===== config.mk =====
export PLATFORM = sky130hd
export DESIGN_NAME = lfsr_rng
export DESIGN_NICKNAME = d
export VERILOG_FILES = /design/src/rtl/lfsr_rng.sv
export SDC_FILE = /design/constraint.sdc
export NUM_CORES = 1
export LEC_CHECK = 0
export ABC_AREA = 0
export CORE_MARGIN = 1.5
export CORE_UTILIZATION = 60
export CTS_BUF_LIST = sky130_fd_sc_hd__clkbuf_2
export CTS_CLUSTER_SIZE = 14
export DETAILED_ROUTE_END_ITERATION = 10
export GPL_TIMING_DRIVEN = 0
export PLACE_DENSITY = 0.83
export SYNTH_ARGS = -nofsm -noshare
export SYNTH_HDL_FRONTEND = slang
export SYNTH_SLANG_ARGS = --single-unit

===== constraint.sdc =====
create_clock -name i_Clk -period 5.65 [get_ports i_Clk]
set_clock_uncertainty 0.05 [all_clocks]
set_input_delay 0.8475 -clock i_Clk [delete_from_list [all_inputs] [get_ports i_Clk]]
set_output_delay 0.8475 -clock i_Clk [all_outputs]
set_load 0.01 [all_outputs]

===== src/rtl/lfsr_rng.sv =====
// lfsr_rng: parametrised Galois LFSR random source with clear, seed load, manual step and zero-lockup guard.
// Define LFSR_RANGE_EN to build the registered range-scaled output o_Range; otherwise o_Range is tied to 0.
module lfsr_rng #(
  parameter int WIDTH = 9,
  parameter logic [WIDTH-1:0] TAPS = 9'h010,
  parameter logic [WIDTH-1:0] INIT_VAL = 9'h1AE,
  parameter int DELAY_COUNT = 10000000,
  parameter int RANGE = 6,
  localparam int RW = RANGE > 1 ? $clog2(RANGE) : 1
)(
  input  logic             i_Clk,
  input  logic             i_Rst_n,
  input  logic             i_Clear,
  input  logic             i_Enable,
  input  logic             i_Step,
  input  logic             i_Load,
  input  logic [WIDTH-1:0] i_Load_Val,
  output logic [WIDTH-1:0] o_reg,
  output logic             o_Step,
  output logic [RW-1:0]    o_Range
);
  localparam logic [WIDTH-1:0] SEED = (INIT_VAL == '0) ? WIDTH'(1) : INIT_VAL;
  localparam int CW = DELAY_COUNT > 0 ? $clog2(DELAY_COUNT + 1) : 1;
  localparam logic [CW-1:0] RELOAD = CW'(DELAY_COUNT);
  logic [CW-1:0] cnt, cnt_nxt;
  logic [WIDTH-1:0] reg_nxt, shifted;
  logic step;
  always_comb begin
    step = i_Enable && (cnt == '0 || i_Step);
    shifted = {o_reg[WIDTH-2:0], 1'b0} ^ ({WIDTH{o_reg[WIDTH-1]}} & {TAPS[WIDTH-1:1], 1'b1});
    reg_nxt = i_Clear ? SEED : i_Load ? (i_Load_Val == '0 ? SEED : i_Load_Val) : step ? shifted : o_reg;
    cnt_nxt = (i_Clear || i_Load || step) ? RELOAD : i_Enable ? cnt - 1'b1 : cnt;
  end
  always_ff @(posedge i_Clk or negedge i_Rst_n) begin
    if (!i_Rst_n) begin
      o_reg  <= SEED;
      cnt    <= RELOAD;
      o_Step <= 1'b0;
    end else begin
      o_reg  <= reg_nxt;
      cnt    <= cnt_nxt;
      o_Step <= step && !i_Clear && !i_Load;
    end
  end
`ifdef LFSR_RANGE_EN
  // RANGE <= 2**RW, so WIDTH+RW bits hold the full product
  logic [WIDTH+RW-1:0] prod;
  assign prod = (WIDTH+RW)'(o_reg) * (WIDTH+RW)'(RANGE);
  always_ff @(posedge i_Clk or negedge i_Rst_n) begin
    if (!i_Rst_n) o_Range <= '0;
    else o_Range <= i_Clear ? '0 : RW'(prod >> WIDTH);
  end
`else
  assign o_Range = '0;
`endif
endmodule


==> flow_metrics.tcl <==
set metrics [dict create \
    grtUsageTotal 0.295 \
    clock-sinks 34 \
    fin_nets 254 \
    final_cell_count_no_fill 283 \
    grt_pass1_wl_mm 7.89 \
    cts.clk_slew.worst_paths_ns 0.15 \
    critical_path_class "primary input to flip-flop" \
    drtAntennaViolNets 0 \
    io_pins 28 \
    grt_most_used_layer "met2" \
    clock-root-buffer "clkbuf_2" \
    clk-insertion-delay-late_ns 0.39 \
    cap_violations 0 \
    cts_htree_levels 2 \
    cp-start-kind "primary input" \
    vias_per_cell 6.28 \
    synth_top_family_by_area "simple AND/OR/NAND/NOR gates" \
    cts-hold-fix-buffers 0 \
    critPathMaxFanout 10 \
    grt_max_degree 35 \
    yosys.area_share.simple 0.257 \
    final_common_cell "clkdlybuf4s50_1" \
    p_per_area_nw_per_um2 210 \
    chipWidth_um 60.3 \
    placed_cells 275 \
    maxSlewHeadroom 0.495 \
    cts_setup_buffers 0 \
    tightest_slew_ns 0.750 \
    antenna_found_initial 0 \
    initial_core_util 0.640 \
    die_h_um 60.3 \
    cpMaxStageDelayCell "clkdlybuf4s50_1" \
    fmax_ghz 0.394 \
    synth_area_um2 1970 \
    cts_buffer_depth 2 \
    grt_pass1_vias 1766 \
    drcViolationCount 0 \
    ys_warn_count 0 \
    antenna_cells 0 \
    crit_chain "clkdlybuf4s50_1 > clkbuf_1 > or2_1 > a21oi_1 > o21ai_2 > buf_4 > buf_6 > a21oi_1" \
    holdCritPathClass "flip-flop to flip-flop" \
    wl_per_cell_um 16.5 \
    cp.arrival_ns 2.80 \
    fin_tns_setup_ns 0 \
    met2_usage 0.478 \
    slowest_delay_ns 0.44 \
    globalRoute.totalOverflow 0 \
    drt-pass1-iter-count 4 \
    hold_viol_final 0 \
    post-route-min-period_ns 2.54 \
    synth_compound_area_frac 0.142 \
    drt-total-wl_mm 4.68 \
    placementRows 20 \
    synth.yosys.seq_area_share 0.441 \
    core_area_um2 3080 \
    synthFlopType "dfrtp_1" \
    vdd_drop_max_mv 0.187 \
    synth_xor_area_frac 0.0445 \
    ys_ff_latch 34 \
    synthArstFlopShare 1.00 \
    cts_tree "done" \
    avgSynthCellArea_um2 9.61 \
    portBuffers 24 \
    dieArea_um2 3630 \
    status "completed" \
    final.period_utilization 0.449 \
    cts_resized 0 \
    drive_above_1_share 0.167 \
    netlist_instances 205 \
    gp_congestion 0.820 \
    worstPathRequired_ns 5.91 \
    met1_usage 0.384 \
    critical_path.endpoint_type "flip-flop" \
    gr-usage-met3 0.0455 \
    largest_reg_flops 24 \
    area.growth.synth_to_final_pct 17.2 \
    drt_iter0_markers 130 \
    dp_hpwl_mm 3.28 \
    cpMostUsedCell "a21oi_1" \
    setup_viol 0 \
    final_cell_mix "clkdlybuf4s50_1 (23), dfrtp_1 (20), nor2_1 (17)" \
    cts-buffers-inserted 5 \
    synthMuxAreaShare 0.0527 \
    slew_viol_final 0 \
    power.leakage_nw 0.962 \
    synthAdderAreaFrac 0.00635 \
    grt_setup_unrepaired "false" \
    synth_cell_types 47 \
    vias 1776 \
    synth_edf_count 0 \
]
-- cells by family after synthesis --
family | Yosys count
AOI/OAI and AO/OA | 44
xor gates and xnor gates | 10
adders and majority gates | 1
buffers and inverters | 22
DFF | 34
muxes | 10
other | 1
and+or+nand+nor | 83
-- synth_stat cells, drive strengths merged, types with 6 or more instances --
master  instances  share of area
dfstp          14           0.19
buf             7          0.025
o21ai           6          0.017
inv            12          0.023
mux2i           7          0.036
or4            11          0.044
a21oi          14          0.036
nor2           17          0.032
nand2          14          0.027
xor2           10          0.044
nor4            6          0.033
nand3          10          0.030
o31ai          10          0.038
dfrtp          20           0.25
-- cell type report --
cell class / count / area [um^2]
multi-input cells: 151 / 1000
flip-flops and latches: 34 / 868
fillers: 226 / 771
repair buffers: 24 / 235
plain buffers: 10 / 61.3
well taps: 44 / 55.1
inverters: 12 / 45.0
clock buffers: 8 / 40.0
-- power breakdown --
group	switching (mW)	internal, mW
Sequential	0.0114	0.259
Clock	0.0801	0.0365
Combinational	0.0515	0.0457
-- final timing paths --
path                                      start                   end  slack, ns  depth (start not counted)
setup reg to reg            cnt[16]$_DFFE_PN0P_   cnt[17]$_DFFE_PN0P_       3.26                          6
min in group asynchronous               i_Rst_n   cnt[21]$_DFFE_PN0P_       0.45                          1
hold / removal             o_reg[5]$_DFFE_PN1N_  o_reg[5]$_DFFE_PN1N_       0.44                          2
hold reg to reg            o_reg[5]$_DFFE_PN1N_  o_reg[5]$_DFFE_PN1N_       0.44                          2
setup / recovery                        i_Clear   cnt[17]$_DFFE_PN0P_       3.11                          8
max in group asynchronous               i_Rst_n    cnt[1]$_DFFE_PN0P_       4.63                          1
-- per-stage QoR --
stage               area, um^2  hold WS, ns  setup WS (ns)  power [mW]   util
floorplan                 1980        0.425           3.49       0.325      -
global placement          2270        0.410           2.82       0.366  0.738
detailed placement        2270        0.421           2.76       0.369  0.737
CTS                       2310        0.441           3.15       0.484  0.750
global route              2310        0.455           3.00       0.504  0.750
finish                    2310        0.438           3.11       0.484  0.750
-- critical path, delay by kind of cell --
kind,cells,cell delay [ns]
buf+inv,4,1.07
simple gates,1,0.34
compound gates,3,0.55
-- routing by layer --
metal  share of wire  up-vias
met3           0.059       10
met5               0        -
met4           0.018        0
met2            0.50       66
li1                -      821
met1            0.43      879
(Power assumes the default switching activity.)
